File: config.mk
export PLATFORM = sky130hd
export DESIGN_NAME = dup_pipelined_csel_adder
export DESIGN_NICKNAME = d
export VERILOG_FILES = /design/src/rtl/dup_pipelined_csel_adder.sv
export SDC_FILE = /design/constraint.sdc
export NUM_CORES = 1
export LEC_CHECK = 0
export CAP_MARGIN = 20
export CORE_MARGIN = 8
export CORE_UTILIZATION = 25
export DETAILED_ROUTE_END_ITERATION = 6
export PLACE_DENSITY = 0.44
export SYNTH_ARGS = -nofsm -noshare
export SYNTH_HDL_FRONTEND = slang
export SYNTH_SLANG_ARGS = --single-unit
File: constraint.sdc
create_clock -name clk -period 7.6 [get_ports clk]
set_input_delay 0.76 -clock clk [delete_from_list [all_inputs] [get_ports clk]]
set_output_delay 0.76 -clock clk [all_outputs]
set_load 0.02 [all_outputs]
File: src/rtl/dup_pipelined_csel_adder.sv
// -----------------------------------------------------------------------------
// dup_pipelined_csel_adder
//
// Pipelined, duplicated carry-select adder with parity prediction. The WIDTH
// bit add is split into STAGES segments of SEG = WIDTH/STAGES bits, one
// segment per pipeline stage. Each segment holds two independent carry-select
// chains (BLOCK-bit blocks). The two chains are compared at the end, and the
// sum parity is checked against a prediction built from chain-2 carries.
//
// Optional build macro: FAULT_INJECT_EN adds port inj_mask, which is XORed onto
// the chain-2 sum just before the duplication compare (s is unaffected).
//
// Ports:
//   clk, rst_n            clock, asynchronous active-low reset
//   in_valid / in_ready   operand handshake (in_ready = !out_valid | out_ready)
//   a, b, pa, pb, c_in    operands, their even parities, carry in
//   out_valid / out_ready result handshake
//   s, c_out              chain-1 sum and carry out
//   err_in_par            operand parity mismatch for this result
//   err_dup               chain 1 / chain 2 disagreement for this result
//   err_par               predicted vs actual sum parity mismatch
//   err_sticky, err_count error record (count saturates), cleared by clr_err
//   inj_mask              (FAULT_INJECT_EN only) chain-2 sum corruption mask
// -----------------------------------------------------------------------------
module dup_pipelined_csel_adder #(
    parameter int WIDTH  = 64,
    parameter int STAGES = 4,
    parameter int BLOCK  = 4,
    parameter int CNT_W  = 16
) (
    input  logic               clk,
    input  logic               rst_n,
    input  logic               in_valid,
    output logic               in_ready,
    input  logic [WIDTH-1:0]   a,
    input  logic [WIDTH-1:0]   b,
    input  logic               pa,
    input  logic               pb,
    input  logic               c_in,
    output logic               out_valid,
    input  logic               out_ready,
    output logic [WIDTH-1:0]   s,
    output logic               c_out,
    output logic               err_in_par,
    output logic               err_dup,
    output logic               err_par,
    output logic               err_sticky,
    output logic [CNT_W-1:0]   err_count,
    input  logic               clr_err
`ifdef FAULT_INJECT_EN
    ,
    input  logic [WIDTH-1:0]   inj_mask
`endif
);

    localparam int SEG  = WIDTH / STAGES;
    localparam int NBLK = SEG / BLOCK;

    // One segment of carry-select addition: every block computes its sum for
    // both carry-in assumptions, the rippling block carry picks one.
    function automatic logic [SEG:0] csel_add(input logic [SEG-1:0] x,
                                              input logic [SEG-1:0] y,
                                              input logic           ci);
        logic [SEG:0]   res;
        logic           cy;
        logic [BLOCK:0] t0;
        logic [BLOCK:0] t1;
        res = '0;
        cy  = ci;
        for (int j = 0; j < NBLK; j++) begin
            t0 = {1'b0, x[j*BLOCK +: BLOCK]} + {1'b0, y[j*BLOCK +: BLOCK]};
            t1 = {1'b0, x[j*BLOCK +: BLOCK]} + {1'b0, y[j*BLOCK +: BLOCK]}
                 + {{BLOCK{1'b0}}, 1'b1};
            res[j*BLOCK +: BLOCK] = cy ? t1[BLOCK-1:0] : t0[BLOCK-1:0];
            cy = cy ? t1[BLOCK] : t0[BLOCK];
        end
        res[SEG] = cy;
        return res;
    endfunction

    // Even-parity check of an operand against its supplied parity bit.
    function automatic logic par_err(input logic [WIDTH-1:0] v, input logic p);
        return p != (^v);
    endfunction

    logic r_out_valid;
    logic w_advance;

    assign w_advance = !r_out_valid | out_ready;
    assign in_ready  = w_advance;

    for (genvar k = 0; k < STAGES; k++) begin : g_stage
        localparam int DN = (k + 1) * SEG;   // sum bits produced up to here

        logic             w_vld;
        logic             w_c1;
        logic             w_c2;
        logic             w_pp;
        logic             w_ein;
        logic [SEG-1:0]   w_aseg;
        logic [SEG-1:0]   w_bseg;
        logic [SEG:0]     w_r1;
        logic [SEG:0]     w_r2;
        logic [SEG-1:0]   w_cv;
        logic [DN-1:0]    w_s1;
        logic [DN-1:0]    w_s2;

        assign w_r1 = csel_add(w_aseg, w_bseg, w_c1);
        assign w_r2 = csel_add(w_aseg, w_bseg, w_c2);
        // Carry into each bit of the segment, recovered from chain 2 as a^b^sum.
        assign w_cv = w_aseg ^ w_bseg ^ w_r2[SEG-1:0];

        if (k == 0) begin : g_src
            assign w_vld  = in_valid;
            assign w_c1   = c_in;
            assign w_c2   = c_in;
            assign w_ein  = par_err(a, pa) | par_err(b, pb);
            assign w_aseg = a[SEG-1:0];
            assign w_bseg = b[SEG-1:0];
            assign w_pp   = pa ^ pb ^ (^w_cv);
            assign w_s1   = w_r1[SEG-1:0];
            assign w_s2   = w_r2[SEG-1:0];
        end else begin : g_src
            assign w_vld  = g_stage[k-1].g_reg.r_vld;
            assign w_c1   = g_stage[k-1].g_reg.r_c1;
            assign w_c2   = g_stage[k-1].g_reg.r_c2;
            assign w_ein  = g_stage[k-1].g_reg.r_ein;
            // The forwarded operand register holds only unconsumed bits, so
            // this stage's segment sits at its bottom.
            assign w_aseg = g_stage[k-1].g_reg.r_a[SEG-1:0];
            assign w_bseg = g_stage[k-1].g_reg.r_b[SEG-1:0];
            assign w_pp   = g_stage[k-1].g_reg.r_pp ^ (^w_cv);
            assign w_s1   = {w_r1[SEG-1:0], g_stage[k-1].g_reg.r_s1};
            assign w_s2   = {w_r2[SEG-1:0], g_stage[k-1].g_reg.r_s2};
        end

        // The last segment feeds the output registers directly.
        if (k < STAGES - 1) begin : g_reg
            localparam int RM = WIDTH - DN;  // operand bits still to be added

            logic           r_vld;
            logic           r_c1;
            logic           r_c2;
            logic           r_pp;
            logic           r_ein;
            logic [RM-1:0]  r_a;
            logic [RM-1:0]  r_b;
            logic [DN-1:0]  r_s1;
            logic [DN-1:0]  r_s2;
            logic [RM-1:0]  w_a_rm;
            logic [RM-1:0]  w_b_rm;

            if (k == 0) begin : g_rm
                assign w_a_rm = a[WIDTH-1:DN];
                assign w_b_rm = b[WIDTH-1:DN];
            end else begin : g_rm
                assign w_a_rm = g_stage[k-1].g_reg.r_a[RM+SEG-1:SEG];
                assign w_b_rm = g_stage[k-1].g_reg.r_b[RM+SEG-1:SEG];
            end

            // Stage register: shifts on advance, bubbles travel like data.
            always_ff @(posedge clk or negedge rst_n) begin
                if (!rst_n) begin
                    r_vld <= 1'b0;
                    r_c1  <= 1'b0;
                    r_c2  <= 1'b0;
                    r_pp  <= 1'b0;
                    r_ein <= 1'b0;
                    r_a   <= '0;
                    r_b   <= '0;
                    r_s1  <= '0;
                    r_s2  <= '0;
                end else if (w_advance) begin
                    r_vld <= w_vld;
                    r_c1  <= w_r1[SEG];
                    r_c2  <= w_r2[SEG];
                    r_pp  <= w_pp;
                    r_ein <= w_ein;
                    r_a   <= w_a_rm;
                    r_b   <= w_b_rm;
                    r_s1  <= w_s1;
                    r_s2  <= w_s2;
                end
            end
        end
    end

    logic [WIDTH-1:0] w_s1_fin;
    logic [WIDTH-1:0] w_s2_cmp;
    logic             w_vld_fin;
    logic             w_c1_fin;
    logic             w_c2_fin;
    logic             w_dup_fin;
    logic             w_par_fin;
    logic             w_ein_fin;

    assign w_s1_fin  = g_stage[STAGES-1].w_s1;
    assign w_vld_fin = g_stage[STAGES-1].w_vld;
    assign w_c1_fin  = g_stage[STAGES-1].w_r1[SEG];
    assign w_c2_fin  = g_stage[STAGES-1].w_r2[SEG];
    assign w_ein_fin = g_stage[STAGES-1].w_ein;
`ifdef FAULT_INJECT_EN
    assign w_s2_cmp  = g_stage[STAGES-1].w_s2 ^ inj_mask;
`else
    assign w_s2_cmp  = g_stage[STAGES-1].w_s2;
`endif
    assign w_dup_fin = (w_s1_fin != w_s2_cmp) | (w_c1_fin != w_c2_fin);
    // Parity prediction comes from the clean chain-2 carries, so injected
    // chain-2 corruption only shows up in the duplication check.
    assign w_par_fin = g_stage[STAGES-1].w_pp != (^w_s1_fin);

    logic [WIDTH-1:0] r_s;
    logic             r_c_out;
    logic             r_err_in_par;
    logic             r_err_dup;
    logic             r_err_par;

    // Output register; error flags are qualified by valid as they are loaded.
    always_ff @(posedge clk or negedge rst_n) begin
        if (!rst_n) begin
            r_out_valid  <= 1'b0;
            r_s          <= '0;
            r_c_out      <= 1'b0;
            r_err_in_par <= 1'b0;
            r_err_dup    <= 1'b0;
            r_err_par    <= 1'b0;
        end else if (w_advance) begin
            r_out_valid  <= w_vld_fin;
            r_s          <= w_s1_fin;
            r_c_out      <= w_c1_fin;
            r_err_in_par <= w_vld_fin & w_ein_fin;
            r_err_dup    <= w_vld_fin & w_dup_fin;
            r_err_par    <= w_vld_fin & w_par_fin;
        end
    end

    logic             r_err_sticky;
    logic [CNT_W-1:0] r_err_count;
    logic             w_out_xfer;
    logic             w_any_err;

    assign w_out_xfer = r_out_valid & out_ready;
    assign w_any_err  = r_err_in_par | r_err_dup | r_err_par;

    // Error record: an erroring output transfer beats a simultaneous clear.
    always_ff @(posedge clk or negedge rst_n) begin
        if (!rst_n) begin
            r_err_sticky <= 1'b0;
            r_err_count  <= '0;
        end else if (w_out_xfer & w_any_err) begin
            r_err_sticky <= 1'b1;
            if (clr_err) begin
                r_err_count <= {{(CNT_W-1){1'b0}}, 1'b1};
            end else if (r_err_count != {CNT_W{1'b1}}) begin
                r_err_count <= r_err_count + {{(CNT_W-1){1'b0}}, 1'b1};
            end
        end else if (clr_err) begin
            r_err_sticky <= 1'b0;
            r_err_count  <= '0;
        end
    end

    assign out_valid  = r_out_valid;
    assign s          = r_s;
    assign c_out      = r_c_out;
    assign err_in_par = r_err_in_par;
    assign err_dup    = r_err_dup;
    assign err_par    = r_err_par;
    assign err_sticky = r_err_sticky;
    assign err_count  = r_err_count;

endmodule

* Yosys cells after proc, flatten, opt, wreduce, memory -nomap -nowiden
Index checks and enable logic that the tools add are counted.
Widths: inputs -> output; s select.
** Storage, ports and cells
- Bits in registers :: 385
- Output and inout bits :: 87
- Logic and storage cells :: 134
** Operators by class
- Add/subtract/negate cells :: 33
- Eq/ne operators :: 4
- Mux-type cells :: 38
- Bitwise gates (word level) :: 20
- Reduce and logical (&&, ||, !) cells :: 11
** Operator list (count)
- $reduce_xor 64->1 :: 3
- $xor 16x16->16 :: 8
- $add 4x4->5 :: 16
- $add 5x1->5 const B :: 16
- $mux 16 :: 4
- $mux 4 :: 16
- $reduce_xor 16->1 :: 4
- $mux 1 :: 18
- $add 16x1->16 const B :: 1
- $ne 16x16->1 const B :: 1
- $xor 1x1->1 :: 5
- $and 1x1->1 :: 4
- $reduce_bool 2->1 :: 2
- $ne 1x1->1 :: 3
- $or 1x1->1 :: 3
- $reduce_and 2->1 :: 1
- $logic_not 1->1 :: 1

* Logic depth before layout (Yosys ltp)
Gate-level depths: netlist of run 1.
- Depth in word-level cells :: 11
- Mapped depth :: 15
- Depth with buffers taken out :: 14

* Least setup slack after synthesis of run 1
Ideal clock, no wire load.
- Kind :: input to register
- From :: input a[0]
- To :: register g_stage[0].g_reg.r_pp
- Data arrival time :: 3.895 ns
- Required time :: 7.469 ns
- Slack :: 3.575 ns
- Cell stages on the path :: 14
- Buffers on the path :: 0
- Path through :: ha_1 -> fa_1 -> ha_1 -> a21o_1 -> a221oi_1 -> o221a_2 -> a211oi_2 -> xnor2_2 -> nand3_1 -> xor2_1 -> mux2i_1 -> xor2_1 -> xnor2_1 -> o21ai_1
** On the way
- Cells in the longest elaborated chain, start to end :: 9
** Ends and longest elaborated chain
- from (decl) :: RTL line 35 : input logic [WIDTH-1:0] a,
- $add 4x4->5 :: RTL line 71, 72
- $add 5x1->5 :: RTL line 73 : + {{BLOCK{1'b0}}, 1'b1};
- $mux 1 (3 in series) :: RTL line 75 : cy = cy ? t1[BLOCK] : t0[BLOCK];
- $mux 4 :: RTL line 74 : res[j*BLOCK +: BLOCK] = cy ? t1[BLOCK-1:0] : t0[BLOCK-1:0];
- $xor 16x16->16 * :: RTL line 111 : assign w_cv = w_aseg ^ w_bseg ^ w_r2[SEG-1:0];
- $reduce_xor 16->1 * :: RTL line 120 : assign w_pp = pa ^ pb ^ (^w_cv);
- $xor 1x1->1 * :: RTL line 120
- to (signal assigned) :: RTL line 177 : r_pp <= w_pp;
- to (decl) :: RTL line 144 : logic r_pp;
Every way passes the cells marked *; elsewhere a longest branch is shown, timed or not.
A chain may end at the register's enable or synchronous reset.

* Worst setup path in the final report of run 1
Same ends and word-level chain as after synthesis.

==> results.yml, run 1 <==
final_layout:
  drive_gt1_frac: 0.0426
  stdcell_area_sq_mm: 0.0252
  final_cell_mix: "nand2_1 (951), dfrtp_1 (385), xnor2_1 (272)"
  final_nets: 2680
  layout.cells.most_common: "nand2_1"
  areaGrowthSynthToFinish_pct: 23.9
  fill_cells: 8568
clocking:
  cts_buffers: 48
  post_cts_resized: 0
  clk_latency_ns: 0.57
  cts_tree: "built"
  cts.sinks: 385
  clockBufferDepth: 3
  cts_hold_buf: 0
  htreeDepth: 2
  cts_root_buf: "clkbuf_16"
  clk_pin_slew_worst_paths_ns: 0.06
  post_cts_buffers: 0
timing:
  fmax_ghz: 0.227
  rsz0062_at_grt: "no"
  finalCritPeriodShare: 0.581
  fin_setup_tns_ns: 0
  relSlewSlack: 0.0907
  worst_slew_pin_slew_ns: 1.36
  finalHoldViolations: 0
  finalSetupViolations: 0
  fin_crit_ns: 4.41
  timing.final.ws_setup_ns: 3.19
  report.final.slew_viol_count: 0
  clock_skew_ns: 0.0129
power:
  report.power.total_uw: 13900
  p_leak_uw: 0.0117
  power.density_mw_per_mm2: 550
  peakVddDrop_mv: 0.564
worst_setup_path:
  slowest_stage: "clkdlybuf4s50_1"
  crit_path_end_kind: "flip-flop"
  cp_top_family: "XOR/XNOR gates"
  crit_buf_inv: 1
  critPathLaunchType: "input pin"
  cpPeakStageDelay_ns: 0.51
  crit_arrival_ns: 4.83
  path_cells: "clkdlybuf4s50_1 > ha_1 > fa_1 > ha_1 > a21o_1 > a221oi_1 > o221a_2 > a211oi_2 > xnor2_2 > nand3_1 > xor2_1 > mux2i_1 > xor2_1 > xnor2_1 > o21ai_1"
  crit_type: "input pin to flip-flop"
  crit_fanout: 6
  required_ns: 8.02
logic_synthesis:
  syn_nets: 2495
  synth-edff-count: 0
  yosysTopAreaCellShare: 0.473
  yosys_warnings: 0
  syn_inst: 2262
  synth_area_leaders: "dfrtp_1 (47%), nand2_1 (18%), xnor2_1 (12%)"
  ys_seq_elements: 385
  yosys.area.top_type: "dfrtp_1"
  syn_area_sq_mm: 0.0204
  async_flop_share: 1.00
  avgSynthCellArea_sq_um: 9.01
  synth_ff_type: "dfrtp_1"
  ys_seq_area_frac: 0.473
  synthDistinctLibCells: 62
floorplanning:
  initial_core_util: 0.253
  core_area_sq_mm: 0.0807
  die_w_microns: 302
  ios: 223
  die_h_microns: 302
  rows: 104
  die-area_sq_mm: 0.0909
drt:
  route.antenna.remaining_nets: 0
  vias_per_cell: 4.21
  avgRoutedWirePerCell_microns: 16.3
  met2WireLength_mm: 25.7
  top_layer: "met5"
  drt_first_pass_iters: 6
  drt_wl_total_mm: 57.9
  wl_met3_mm: 2.83
  num_vias: 15000
  drcViolationCount: 0
  first_iter_violations: 772
  drt-met1-wl_mm: 28.2
global_route:
  grt_max_degree: 239
  grt_pass1_wl_mm: 90.4
  grt_pass1_vias: 15200
  grt_usage: 0.126
  overflow: 0
  antenna_found_initial: 8
outcome:
  status: "finished clean"
placed_design:
  placed_area_sq_mm: 0.0237
  place_ws_ns: 2.59
  gp_congestion: 0.780
  io_buffers: 221
  place_hpwl_mm: 43.6
flow_run:
  max-cap-violations: 0
min_path:
  hold_path_class: "input pin to asynchronous set/reset pin"
==> final timing paths <==
check,startpoint,to,slack [ns],cells past startpoint
worst max register to register,g_stage[1].g_reg.r_b[0],g_stage[2].g_reg.r_pp,3.64,13
min in group clk,g_stage[1].g_reg.r_s1[4],g_stage[2].g_reg.r_s2[4],0.46,2
worst min register to register,g_stage[1].g_reg.r_s1[4],g_stage[2].g_reg.r_s2[4],0.46,2
worst max-delay path,a[0],g_stage[0].g_reg.r_pp,3.19,15
max in group asynchronous,rst_n,g_stage[0].g_reg.r_a[33],5.90,2
worst min-delay path,rst_n,g_stage[0].g_reg.r_a[5],0.18,1
==> metrics by stage <==
stage / util / cells / hold slack (ns)
final: 0.313 / 3552 / 0.179
after global routing: 0.313 / 3549 / 0.228
after global placement: 0.293 / 3457 / 0.451
after detailed placement: 0.293 / 3457 / 0.455
after CTS: 0.313 / 3546 / 0.198
after floorplan: - / 2262 / 0.438
==> cell type report <==
class	count	area (sq um)	area share
Tap cell	1060	1330	0.0525
Sequential cell	385	9630	0.382
Timing Repair Buffer	229	2300	0.0912
Multi-Input combinational cell	1767	10300	0.409
Clock inverter	18	145	0.00575
Clock buffer	71	1430	0.0566
Antenna cell	6	15.0	0.000595
Inverter	16	67.6	0.00268
==> layer usage <==
metal / up-vias / track usage
met5: - / 0
met4: 2 / 0.0316
met3: 60 / 0.0282
met2: 246 / 0.195
met1: 7033 / 0.176
li1: 7615 / -
==> worst register-to-register path, stage by stage, from the launching register on <==
cell	delay [ns]
dfrtp_1	0.39
ha_1	0.22
fa_1	0.58
ha_1	0.22
nand2_1	0.14
nor2_1	0.21
a221o_1	0.17
a41o_1	0.38
nand4_4	0.20
mux2i_4	0.25
xnor2_4	0.25
mux2_1	0.36
xnor3_1	0.37
o21ai_1	0.06
==> synth_stat cells, drive strengths merged (2+ instances only) <==
| cell | count |
|---|---|
| nand2 | 951 |
| dfrtp | 385 |
| xnor2 | 277 |
| ha | 81 |
| a21oi | 80 |
| clkbuf | 78 |
| xor2 | 76 |
| nor2 | 70 |
| o21ai | 46 |
| a21o | 31 |
| mux2i | 26 |
| nand4 | 22 |
| nand3 | 17 |
| buf | 16 |
| fa | 16 |
| inv | 16 |
| nor3 | 11 |
| a211oi | 7 |
| and3 | 7 |
| a31oi | 5 |
| xnor3 | 5 |
| nor2b | 4 |
| or3 | 4 |
| nand4b | 3 |
| nor3b | 3 |
| a311oi | 2 |
| mux2 | 2 |
| nand2b | 2 |
| o22ai | 2 |
| o311a | 2 |
==> cell families after synthesis <==
group,share of synthesized area
buf+inv,0.0211
simple gates,0.211
fa+ha+maj,0.0654
xor+xnor,0.160
other cells,0.000184
mux,0.0145
flops,0.473
compound gates,0.0548
==> where the power goes <==
group | internal, uW | switching (uW)
clock | 1340 | 913
sequential | 2950 | 632
combinational | 3820 | 4240
total | 8110 | 5780
==> sequential cells by signal, indices dropped and copies added, names as in the netlist, 16 cells and up <==
register and flops:
g_stage.g_reg.r_b 96, g_stage.g_reg.r_a 96, g_stage.g_reg.r_s1 32, err_count 16, s 64, g_stage.g_reg.r_s2 64
No activity file was read; power rests on OpenSTA's default activity.
==> run 2: changes to the inputs <==
--- a/config.mk
+++ b/config.mk
@@ -9,7 +9,7 @@
 export CORE_MARGIN = 8
 export CORE_UTILIZATION = 25
 export DETAILED_ROUTE_END_ITERATION = 6
-export PLACE_DENSITY = 0.44
+export PLACE_DENSITY = 0.45
 export SYNTH_ARGS = -nofsm -noshare
 export SYNTH_HDL_FRONTEND = slang
 export SYNTH_SLANG_ARGS = --single-unit
==> constraint.sdc (replaced) <==
create_clock -name clk -period 3.6 [get_ports clk]
set_input_delay 0.36 -clock clk [delete_from_list [all_inputs] [get_ports clk]]
set_output_delay 0.36 -clock clk [all_outputs]
set_load 0.02 [all_outputs]
==> run 2 against run 1 <==
  * Worst hold slack improved by 0.14 ns
  * Global-route usage increased by 0.13 points
  * Design area increased by 3.4%
  * Setup slack got worse by 3.1 ns
  * Via count increased by 2.4%
  * Sequential share of layout area decreased by 1.3 points
  * Flip-flop and latch count unchanged
  * Clock skew increased by 0.023 ns
  * Routed wire length increased by 0.83%
  * Critical path depth decreased by 2
==> results.yml, run 2 (synthesis gave the netlist of run 1 again) <==
drt:
  num_vias: 15300
  first_iter_violations: 916
  drt_wl_total_mm: 58.3
  drt_first_pass_iters: 5
  drcViolationCount: 0
  avgRoutedWirePerCell_microns: 16.1
  vias_per_cell: 4.22
  route.antenna.remaining_nets: 0
timing:
  finalCritPeriodShare: 0.974
  fmax_ghz: 0.285
  timing.final.ws_setup_ns: 0.0931
  fin_crit_ns: 3.51
  finalHoldViolations: 0
  worst_slew_pin_slew_ns: 0.735
  rsz0062_at_grt: "yes"
  clock_skew_ns: 0.0361
  relSlewSlack: 0.510
  finalSetupViolations: 0
  report.final.slew_viol_count: 0
final_layout:
  final_cell_mix: "nand2_1 (949), dfrtp_1 (385), xnor2_1 (269)"
  final_nets: 2763
  fill_cells: 8523
  drive_gt1_frac: 0.0843
  layout.cells.most_common: "nand2_1"
  final_core_util: 0.324
  reg_top3: "g_stage.g_reg.r_a (96), g_stage.g_reg.r_b (96)"
  final-seq-area_sq_mm: 0.00963
  areaGrowthSynthToFinish_pct: 28.1
  multiInputGateArea_sq_mm: 0.0105
placed_design:
  place_hpwl_mm: 44.5
  place_ws_ns: -0.682
  gp_congestion: 0.797
  io_buffers: 221
floorplanning:
  die-area_sq_mm: 0.0909
  core_area_sq_mm: 0.0807
  rows: 104
  die_w_microns: 302
  initial_core_util: 0.253
  ios: 223
  die_h_microns: 302
clocking:
  clk_pin_slew_worst_paths_ns: 0.06
  cts.sinks: 385
  htreeDepth: 2
  cts_tree: "built"
  cts_root_buf: "clkbuf_16"
  cts_buffers: 46
  clockBufferDepth: 3
  clk_latency_ns: 0.59
worst_setup_path:
  crit_fanout: 3
  crit_path_end_kind: "flip-flop"
  ff2ff_setup_slack_ns: 0.09
  reg2reg_depth: 13
  path_cells: "ha_2 > fa_1 > ha_4 > nand2_2 > nor2_2 > a221o_1 > a41o_1 > nand4_4 > mux2i_4 > xnor2_4 > mux2_4 > xnor3_1 > o21ai_1"
  crit_arrival_ns: 3.97
  cpPeakStageDelay_ns: 0.53
  crit_type: "flip-flop to flip-flop"
  cp_top_family: "adder cells"
  cp.depth: 13
  required_ns: 4.06
  crit_buf_inv: 0
  slowest_stage: "fa_1"
  critPathLaunchType: "flip-flop"
power:
  power_frac_seq: 0.256
  power.density_mw_per_mm2: 1130
  p_leak_uw: 0.0122
  p_switching_uw: 12200
  swShare: 0.413
  pwr-share-comb: 0.584
  clock_power_share: 0.160
  internal-power_uw: 17300
  peakVddDrop_mv: 0.873
global_route:
  grt_usage: 0.127
  grt_max_degree: 152
  grt_pass1_wl_mm: 91.5
  antenna_found_initial: 7
  overflow: 0
  grt_pass1_vias: 15600
min_path:
  hold_depth: 3
  hold_path_class: "input pin to flip-flop"
flow_run:
  max-cap-violations: 0
outcome:
  status: "finished clean"
==> run 2: area by class of cell <==
| cell class | count | area share |
|---|---|---|
| Antenna cell | 4 | 0.000383 |
| Clock buffer | 66 | 0.0512 |
| Clock inverter | 15 | 0.00795 |
| Inverter | 16 | 0.00259 |
| Multi-Input combinational cell | 1767 | 0.402 |
| Sequential cell | 385 | 0.369 |
| Tap cell | 1060 | 0.0508 |
| Timing Repair Buffer | 314 | 0.117 |
==> run 2: worst reg2reg max path: stages (launching register included) <==
cell     delay [ns]
dfrtp_1        0.38
ha_2           0.20
fa_1           0.53
ha_4           0.20
nand2_2        0.09
nor2_2         0.06
a221o_1        0.31
a41o_1         0.30
nand4_4        0.12
mux2i_4        0.30
xnor2_4        0.17
mux2_4         0.32
xnor3_1        0.35
o21ai_1        0.05
==> run 2: stage by stage <==
| step | total power, uW | area, sq um | TNS, ns | hold WS, ns | std cells |
|---|---|---|---|---|---|
| after global routing | 31900 | 26100 | -0.152 | 0.342 | 3623 |
| after global placement | 24700 | 24300 | -2.82 | 0.428 | 3529 |
| final | 29500 | 26100 | 0 | 0.322 | 3627 |
| after CTS | 29900 | 25900 | 0 | 0.287 | 3613 |
| after floorplan | 20300 | 20400 | 0 | 0.0644 | 2262 |
| after detailed placement | 24900 | 24300 | -3.18 | 0.432 | 3529 |
==> run 2: worst paths after layout <==
check	from	endpoint
hold / removal	in_valid	g_stage[0].g_reg.r_vld
min in group asynchronous	rst_n	g_stage[0].g_reg.r_a[5]
setup / recovery	g_stage[1].g_reg.r_a[0]	g_stage[2].g_reg.r_pp
hold reg to reg	g_stage[0].g_reg.r_s2[8]	g_stage[1].g_reg.r_s1[8]
max in group asynchronous	rst_n	g_stage[1].g_reg.r_s1[22]
setup reg to reg	g_stage[1].g_reg.r_a[0]	g_stage[2].g_reg.r_pp
==> run 2: power groups by stage <==
| stage | clock [uW] | combinational [uW] | sequential (uW) |
|---|---|---|---|
| 2_1_floorplan | 0 | 12600 | 7660 |
| 3_3_place_gp | 0 | 17100 | 7620 |
| 3_5_place_dp | 0 | 17300 | 7670 |
| 4_1_cts | 4880 | 17400 | 7600 |
| 5_1_grt | 5050 | 19000 | 7830 |
| 6_report | 4710 | 17200 | 7560 |
==> run 2: timing repair <==
item	in CTS	in global routing
setup buffers	2	10
hold endpoints to repair	82	0
cloned	0	0
pin swaps	8	29
hold buffers	1	0
gates resized for setup	7	32
setup endpoints to repair	3	15
==> run 2: metal layers <==
metal	vias up	global-route usage	part of all wire
met1	7199	0.179	0.49
met3	82	0.0285	0.047
li1	7769	-	-
met4	6	0.0330	0.023
met2	257	0.196	0.44
met5	-	0	0.00070
